[config.mk]
export PLATFORM = sky130hd
export DESIGN_NAME = order_gen
export DESIGN_NICKNAME = d
export VERILOG_FILES = /design/src/rtl/order_gen.sv
export SDC_FILE = /design/constraint.sdc
export NUM_CORES = 1
export LEC_CHECK = 0
export ABC_AREA = 0
export BUFFER_PORTS_ARGS = -buffer_cell sky130_fd_sc_hd__buf_2
export CORE_UTILIZATION = 25
export DETAILED_ROUTE_END_ITERATION = 10
export PLACE_DENSITY = 0.49
export SLEW_MARGIN = 10
export SYNTH_ARGS = -nofsm -noshare
export SYNTH_HDL_FRONTEND = slang
export SYNTH_SLANG_ARGS = --single-unit
[constraint.sdc]
create_clock -name CLOCK_50 -period 4.5 [get_ports CLOCK_50]
set_clock_uncertainty 0.2 [all_clocks]
set_input_delay 0.675 -clock CLOCK_50 [delete_from_list [all_inputs] [get_ports CLOCK_50]]
set_output_delay 0.675 -clock CLOCK_50 [all_outputs]
set_load 0.05 [all_outputs]
[src/rtl/order_gen.sv]
// order_gen: debounced key press -> pseudo-random buy/sell order -> small queue -> valid/ready.
// Optional build macro ORDER_AUTOGEN_EN adds a periodic automatic order source (AUTO_PERIOD).
module order_gen #(
    parameter int unsigned DEBOUNCE_CYCLES = 50000,
    parameter int unsigned PRICE_W         = 8,
    parameter int unsigned QTY_W           = 4,
    parameter int unsigned ID_W            = 8,
    parameter int unsigned QDEPTH          = 4,
    parameter logic [15:0] LFSR_SEED       = 16'hACE1
`ifdef ORDER_AUTOGEN_EN
    ,
    parameter int unsigned AUTO_PERIOD     = 1000
`endif
) (
    input  logic                      CLOCK_50,
    input  logic                      Reset,
    input  logic                      key_n,
    output logic                      order_valid,
    input  logic                      order_ready,
    output logic                      order_side,
    output logic [PRICE_W-1:0]        order_price,
    output logic [QTY_W-1:0]          order_qty,
    output logic [ID_W-1:0]           order_id,
    output logic                      key_held,
    output logic [$clog2(QDEPTH):0]   pending,
    output logic [7:0]                drop_cnt
);

    localparam int unsigned CNT_W = (DEBOUNCE_CYCLES > 1) ? $clog2(DEBOUNCE_CYCLES) : 1;
    localparam int unsigned AW    = $clog2(QDEPTH);
    localparam int unsigned CW    = AW + 1;

    typedef enum logic [1:0] {IDLE, PRESS_WAIT, HELD, RELEASE_WAIT} state_t;

    state_t             state, state_nxt;
    logic [CNT_W-1:0]   cnt, cnt_nxt;
    logic [1:0]         sync_q;
    logic               key_s;
    logic               press_pulse;
    logic               push_req;
    logic [15:0]        lfsr;

    logic               side_q  [QDEPTH];
    logic [PRICE_W-1:0] price_q [QDEPTH];
    logic [QTY_W-1:0]   qty_q   [QDEPTH];
    logic [ID_W-1:0]    id_q    [QDEPTH];
    logic [AW-1:0]      wr_ptr, rd_ptr;
    logic [CW-1:0]      count;
    logic [ID_W-1:0]    id_cnt;

    logic               do_push, do_pop, full;
    logic               new_side;
    logic [PRICE_W-1:0] new_price;
    logic [QTY_W-1:0]   new_qty;

    assign key_s = sync_q[1];

    // Two-flop synchronizer for the asynchronous key; idles high (released)
    always_ff @(posedge CLOCK_50 or posedge Reset) begin
        if (Reset) sync_q <= 2'b11;
        else       sync_q <= {sync_q[0], key_n};
    end

    // Debounce state and stability counter
    always_ff @(posedge CLOCK_50 or posedge Reset) begin
        if (Reset) begin
            state <= IDLE;
            cnt   <= '0;
        end else begin
            state <= state_nxt;
            cnt   <= cnt_nxt;
        end
    end

    // Debounce next state; counter restarts on every state change
    always_comb begin
        state_nxt = state;
        cnt_nxt   = cnt;
        unique case (state)
            IDLE: begin
                if (!key_s) begin
                    state_nxt = PRESS_WAIT;
                    cnt_nxt   = '0;
                end
            end
            PRESS_WAIT: begin
                if (key_s) begin
                    state_nxt = IDLE;
                    cnt_nxt   = '0;
                end else if (cnt == CNT_W'(DEBOUNCE_CYCLES - 1)) begin
                    state_nxt = HELD;
                    cnt_nxt   = '0;
                end else begin
                    cnt_nxt = cnt + CNT_W'(1);
                end
            end
            HELD: begin
                if (key_s) begin
                    state_nxt = RELEASE_WAIT;
                    cnt_nxt   = '0;
                end
            end
            RELEASE_WAIT: begin
                if (!key_s) begin
                    state_nxt = HELD;
                    cnt_nxt   = '0;
                end else if (cnt == CNT_W'(DEBOUNCE_CYCLES - 1)) begin
                    state_nxt = IDLE;
                    cnt_nxt   = '0;
                end else begin
                    cnt_nxt = cnt + CNT_W'(1);
                end
            end
            default: begin
                state_nxt = IDLE;
                cnt_nxt   = '0;
            end
        endcase
    end

    // Debounce outputs: single press pulse on acceptance, held level
    always_comb begin
        press_pulse = 1'b0;
        key_held    = 1'b0;
        if (state == PRESS_WAIT && !key_s && cnt == CNT_W'(DEBOUNCE_CYCLES - 1))
            press_pulse = 1'b1;
        if (state == HELD || state == RELEASE_WAIT)
            key_held = 1'b1;
    end

    // Fibonacci LFSR x^16+x^14+x^13+x^11+1, recovers from the all-zero lockup state
    always_ff @(posedge CLOCK_50 or posedge Reset) begin
        if (Reset)              lfsr <= LFSR_SEED;
        else if (lfsr == 16'd0) lfsr <= LFSR_SEED;
        else                    lfsr <= {lfsr[0] ^ lfsr[2] ^ lfsr[3] ^ lfsr[5], lfsr[15:1]};
    end

`ifdef ORDER_AUTOGEN_EN
    localparam int unsigned AUTO_W = (AUTO_PERIOD > 1) ? $clog2(AUTO_PERIOD) : 1;
    logic [AUTO_W-1:0] auto_cnt;
    logic              auto_pend, auto_fire, auto_req;

    assign auto_fire = (auto_cnt == AUTO_W'(AUTO_PERIOD - 1));
    assign auto_req  = auto_fire || auto_pend;
    assign push_req  = press_pulse || auto_req;

    // Periodic order source; an auto order colliding with a key press is deferred one cycle
    always_ff @(posedge CLOCK_50 or posedge Reset) begin
        if (Reset) begin
            auto_cnt  <= '0;
            auto_pend <= 1'b0;
        end else begin
            auto_cnt  <= auto_fire ? '0 : auto_cnt + AUTO_W'(1);
            auto_pend <= press_pulse && auto_req;
        end
    end
`else
    assign push_req = press_pulse;
`endif

    // Order fields from the current LFSR value; zero price/qty forced to 1
    always_comb begin
        new_side  = lfsr[0];
        new_price = lfsr[PRICE_W:1];
        new_qty   = lfsr[PRICE_W+QTY_W:PRICE_W+1];
        if (new_price == '0) new_price = PRICE_W'(1);
        if (new_qty == '0)   new_qty   = QTY_W'(1);
    end

    assign full        = (count == CW'(QDEPTH));
    assign order_valid = (count != '0);
    assign do_pop      = order_valid && order_ready;
    assign do_push     = push_req && (!full || do_pop);

    assign order_side  = side_q[rd_ptr];
    assign order_price = price_q[rd_ptr];
    assign order_qty   = qty_q[rd_ptr];
    assign order_id    = id_q[rd_ptr];
    assign pending     = count;

    // Order queue, id sequencing and saturating drop counter
    always_ff @(posedge CLOCK_50 or posedge Reset) begin
        if (Reset) begin
            wr_ptr   <= '0;
            rd_ptr   <= '0;
            count    <= '0;
            id_cnt   <= '0;
            drop_cnt <= '0;
            for (int i = 0; i < int'(QDEPTH); i++) begin
                side_q[i]  <= 1'b0;
                price_q[i] <= '0;
                qty_q[i]   <= '0;
                id_q[i]    <= '0;
            end
        end else begin
            if (do_push) begin
                side_q[wr_ptr]  <= new_side;
                price_q[wr_ptr] <= new_price;
                qty_q[wr_ptr]   <= new_qty;
                id_q[wr_ptr]    <= id_cnt;
                wr_ptr          <= wr_ptr + AW'(1);
                id_cnt          <= id_cnt + ID_W'(1);
            end
            if (do_pop)
                rd_ptr <= rd_ptr + AW'(1);
            if (do_push && !do_pop)
                count <= count + CW'(1);
            else if (!do_push && do_pop)
                count <= count - CW'(1);
            if (push_req && !do_push && drop_cnt != 8'hFF)
                drop_cnt <= drop_cnt + 8'd1;
        end
    end

endmodule

== Word level (Yosys, flattened, before mapping) ==
Index checks and enable logic that the tools add are counted.
Storage, ports and cells
  bits in writable memories: 0
  memories: 0
  input bits: 4
  bits in latches: 0
  bits in read-only memories: 0
  bits in registers: 143
Cells by class
  add/sub/neg operators: 7
  reduce and logical (&&, ||, !) cells: 23
  bitwise gates (word level): 5
  div/mod/pow operators: 0
  eq/ne operators: 10
  multiplexer cells: 42
  $mul: 0
  shift-type cells: 0
  magnitude comparators: 3
Operator list (count)
  $mux 16: 6
  $bwmux 32: 2
  $pmux 16 s4: 1
  $mux 8: 6
  $bmux 8 s2: 2
  $add 16x1->16 const B: 1
  $add 8x1->8 const B: 2
  $bwmux 16: 1
  $demux 8 s2: 1
  $eq 16x16->1 const B: 1
  $logic_not 16->1: 1
  $mux 4: 4
  $mux 2: 6
  $logic_and 1x1->1: 9
  $bmux 4 s2: 1
  $demux 4 s2: 1
  $logic_not 8->1: 1
  $ne 8x8->1 const B: 1
  $pmux 2 s4: 1
  $ge 3x3->1 const B: 2
  $mux 3: 2
  $ne 3x3->1 const B: 2
  $not 2->3: 2
  $mux 1: 5
  other kinds (20): 29

== Longest topological paths before layout ==
  depth after elaboration: 9
  depth in mapped cells: 11
  mapped depth without buffers: 11

== Least setup slack after synthesis ==
Ideal clock, no wire load.
  path type: flip-flop to flip-flop
  start: register count[0] (netlist: pending[0])
  end: register count[2] (netlist: pending[2])
  required time: 4.218 ns
  setup time: 0.082 ns
  arrival time: 2.454 ns
  slack: 1.764 ns
  cell stages (with the launch flop): 9
  clock period less this slack: 2.736 ns
  buffers on the path: 0
  path through: dfrtp_1 or3_1 nand2_1 ha_1 inv_1 fa_1 xor2_1 nor2_1 xor2_1
On the way
  word-level cells in the longest chain between the ends: 7
  elaborated cells on any way between the ends: 15
Ends and longest elaborated chain
  start, declared: line 48  | logic [CW-1:0] count;
  start signal, assigned: line 207  | count <= count + CW'(1);
  start signal, assigned: line 209  | count <= count - CW'(1);
  $reduce_bool 3->1 (*): line 171  | assign order_valid = (count != '0);
  named net order_valid: line 18  | output logic order_valid,
  $logic_and 1x1->1 (*): line 172  | assign do_pop = order_valid && order_ready;
  $logic_or 1x1->1: line 173  | assign do_push = push_req && (!full || do_pop);
  $logic_and 1x1->1: line 173
  $logic_not 1->1: line 208  | else if (!do_push && do_pop)
  $logic_and 1x1->1: line 208
  $reduce_bool 2->1 (no source line)
Mark *: on every way through the listed nets, which the timed path passes. The rest lies on a longest branch. The select of a mux whose other input is x is not followed.
A chain may end at the register's enable or synchronous reset.

== Worst setup path in the final report ==
  start: register rd_ptr[1]
  end: output order_id[0]
On the way
  word-level cells in the longest chain between the ends: 4
Ends and longest elaborated chain
  start, declared: line 47  | logic [AW-1:0] wr_ptr, rd_ptr;
  start signal, assigned: line 205  | rd_ptr <= rd_ptr + AW'(1);
  $not 2->3 (not written as such): line 178  | assign order_id = id_q[rd_ptr];
  $bmux 8 s2: line 178
  $mux 8 (not written as such) (2 in a row): line 178
  end, declared: line 23  | output logic [ID_W-1:0] order_id,
Every way passes these cells. The select of a mux whose other input is x is not followed.

==> flow_metrics.env <==
export IMPL_num_rows=57
export IMPL_totalWireLength_mm=12.98
export IMPL_synthTopCellsByArea="dfrtp_1 (53%), mux2_2 (15%), mux4_2 (7.5%), dfstp_2 (4.1%), xnor2_1 (2.5%)"
export IMPL_async_flop_share=1.000
export IMPL_ir_drop_uv=283.5
export IMPL_die_h_um=161.2
export IMPL_register_area_um2=3591
export IMPL_setup_viol=0
export IMPL_r2r_end="pending[2]"
export IMPL_fin_area_um2=7460
export IMPL_antenna_cells=0
export IMPL_port_buffers=37
export IMPL_postCtsSetupBuffers=0
export IMPL_gr_total_overflow=0
export IMPL_arrival_ns=2.32
export IMPL_hp_class="input port to flop"
export IMPL_p_total_mw=3.272
export IMPL_ctsHtreeMaxLevel=4
export IMPL_crit_start="rd_ptr[1]"
export IMPL_crit_path_end_kind="output port"
export IMPL_cts_buffer_depth=2
export IMPL_cts_buffers=17
export IMPL_grt_pass1_vias=3917
export IMPL_endpoint="order_id[0]"
export IMPL_antenna_found_initial=0
export IMPL_powerDensity_nw_per_um2=438.7
export IMPL_via_count=3822
export IMPL_timing_worst_setup_path_type="flop to output port"
export IMPL_synthCells=462
export IMPL_fmax_ghz=0.3133
export IMPL_hp_start="key_n"
export IMPL_period_needed_ns=3.192
export IMPL_grt_first_pass_wirelength_mm=21.41
export IMPL_dieArea_um2=25970
export IMPL_timing_rr_start="cnt[11]"
export IMPL_clock_latency_ns=0.42
export IMPL_whs_ns=0.1517
export IMPL_nNetsFinal=512
export IMPL_p_leak_nw=3.452
export IMPL_run_status="finished, final reports clean"
export IMPL_slew_headroom=0.1744
export IMPL_ioPinCount=38
export IMPL_synthFlopType="dfrtp_1"
export IMPL_synth_top_area_share=0.5256
export IMPL_synth_seq_cells=143
export IMPL_grtUsageTotal=0.1072
export IMPL_cts_resized=0
export IMPL_cts_tree="built"
export IMPL_synthToLayoutAreaGrowth_pct=17.80
export IMPL_rsz0062_at_grt="false"
export IMPL_drive_above_1_share=0.3965
export IMPL_setup_ws_ns=1.308
export IMPL_finalCritPeriodShare=0.7093
export IMPL_setup_tns_ns=0
export IMPL_synth_nets=475
export IMPL_syn_area_um2=6332
export IMPL_cp_start_kind="flop"
export IMPL_syn_mean_instance_area_um2=13.71
export IMPL_slew_viol_final=0
export IMPL_nFillCells=2483
export IMPL_dp_slack_ns=1.482
export IMPL_ff2ff_setup_slack_ns=1.49
export IMPL_place_area_um2=6887
export IMPL_dp_final_hpwl_mm=8.316
export IMPL_multi_input_area_um2=2599
export IMPL_hold_viol_final=0
export IMPL_ys_seq_area_frac=0.5671
export IMPL_drtIter0Drc=205
export IMPL_routedWlPerCell_um=15.52
export IMPL_synth_cell_types=40
export IMPL_cp_max_fo=22
export IMPL_drt_pass1_iterations=6
export IMPL_grt_max_degree=144
export IMPL_clockRootBuffer="clkbuf_16"
export IMPL_cts_sinks=143
export IMPL_synth_top_area_cell="dfrtp_1"
export IMPL_drc_errors=0
export IMPL_synth_edff_count=0
export IMPL_die_width_um=161.2
export IMPL_gp_congestion=0.7397
export IMPL_maxCapViolations=0
export IMPL_start_util=0.2574
export IMPL_cp_data_required_time_ns=3.62
export IMPL_clk_pin_slew_ns=0.06
export IMPL_ant_nets=0
export IMPL_yosys_warnings=0
export IMPL_via_per_inst=4.572
export IMPL_r2r_cells=10
export IMPL_max_slew_worst_pin_slew_ns=1.238
export IMPL_cts_hold_fix_buffers=0
export IMPL_core_area_um2=24600
## routing by layer
metal / routed length [µm] / global-route usage
met4: 148 / 0.03602
met2: 6269 / 0.1681
met5: 0 / 0
met3: 416 / 0.02876
met1: 6143 / 0.1429
## power breakdown
part	switching, mW	internal (mW)	leakage, nW
Clock	0.571	0.787	0.280
Sequential	0.104	1.33	1.91
Combinational	0.302	0.179	1.26
Total	0.977	2.30	3.45
## worst min-delay path by stage
stage,end,slack [ns],cells after the start
global placement,sync_q[1],0.15,0
global route,sync_q[0],0.12,1
detailed placement,sync_q[1],0.15,0
finish,sync_q[0],0.15,1
CTS,sync_q[0],0.13,1
floorplan,sync_q[1],0.15,0
## worst max-delay path: stages, from the launching register on
cell and delay [ns]:
dfrtp_1 1.16, mux4_2 0.45, buf_2 0.28
## placed cells by master, fill, tap and decap left out, types with 3 or more instances in the layout
master	n
a21oi_1	6
buf_2	37
inv_6	7
inv_1	6
and4_1	3
clkbuf_16	17
dfstp_2	10
dfrtp_1	133
and3_1	4
ha_1	8
nor3_1	5
o21ai_0	18
nand4_1	10
a31oi_1	8
buf_4	8
mux4_2	21
xor2_1	9
nand3_1	16
nor4b_1	3
nor2_1	11
mux2_2	85
xnor2_1	18
nand2b_1	11
nand2_1	26
## kinds of logic (layout without fill, tap and decap cells)
| family | after synthesis | in the layout | share of synthesized area |
|---|---|---|---|
| muxes | 106 | 106 | 0.2258 |
| xor gates and xnor gates | 27 | 27 | 0.03734 |
| DFF | 143 | 143 | 0.5671 |
| adders and majority gates | 9 | 9 | 0.01897 |
| and+or+nand+nor | 104 | 104 | 0.09366 |
| AOI/OAI and AO/OA | 38 | 38 | 0.03399 |
| buffers and inverters | 35 | 85 | 0.02312 |
## per-stage QoR
stage / util / instances
5_1_grt: 0.3032 / 836
3_3_place_gp: 0.2799 / 804
6_report: 0.3032 / 836
2_1_floorplan: - / 462
3_5_place_dp: 0.2799 / 804
4_1_cts: 0.3030 / 836
## area by class of cell
| class | instances | share of cell area |
|---|---|---|
| sequential | 143 | 0.4814 |
| clock inverter | 13 | 0.01694 |
| clock buffer | 19 | 0.05938 |
| inverter | 7 | 0.004025 |
| timing repair buffer | 46 | 0.03556 |
| tap | 324 | 0.05434 |
| multi-input combinational | 284 | 0.3484 |
## cells in the mapped netlist, types with 3 or more instances
master,instances
nand2b_1,11
and3_1,4
a21oi_1,7
a31oi_1,8
nand4_1,10
nor3_1,5
nor2_1,11
nand3_1,16
clkbuf_1,14
buf_1,4
nand2_1,26
dfrtp_1,133
buf_2,9
dfstp_2,10
nor4b_1,3
mux2_2,85
xor2_1,9
and4_1,3
xnor2_1,18
inv_1,7
mux4_2,21
ha_1,8
o21ai_0,18
## sequential cells by signal (all words and copies together) (netlist names), 2 cells and up, named ones only
| signal | count |
|---|---|
| wr_ptr | 2 |
| pending | 3 |
| id_cnt | 8 |
| side_q | 4 |
| qty_q | 16 |
| price_q | 32 |
| cnt | 16 |
| sync_q | 2 |
| lfsr | 16 |
| drop_cnt | 8 |
| id_q | 32 |
| rd_ptr | 2 |
(Power assumes the default switching activity.)
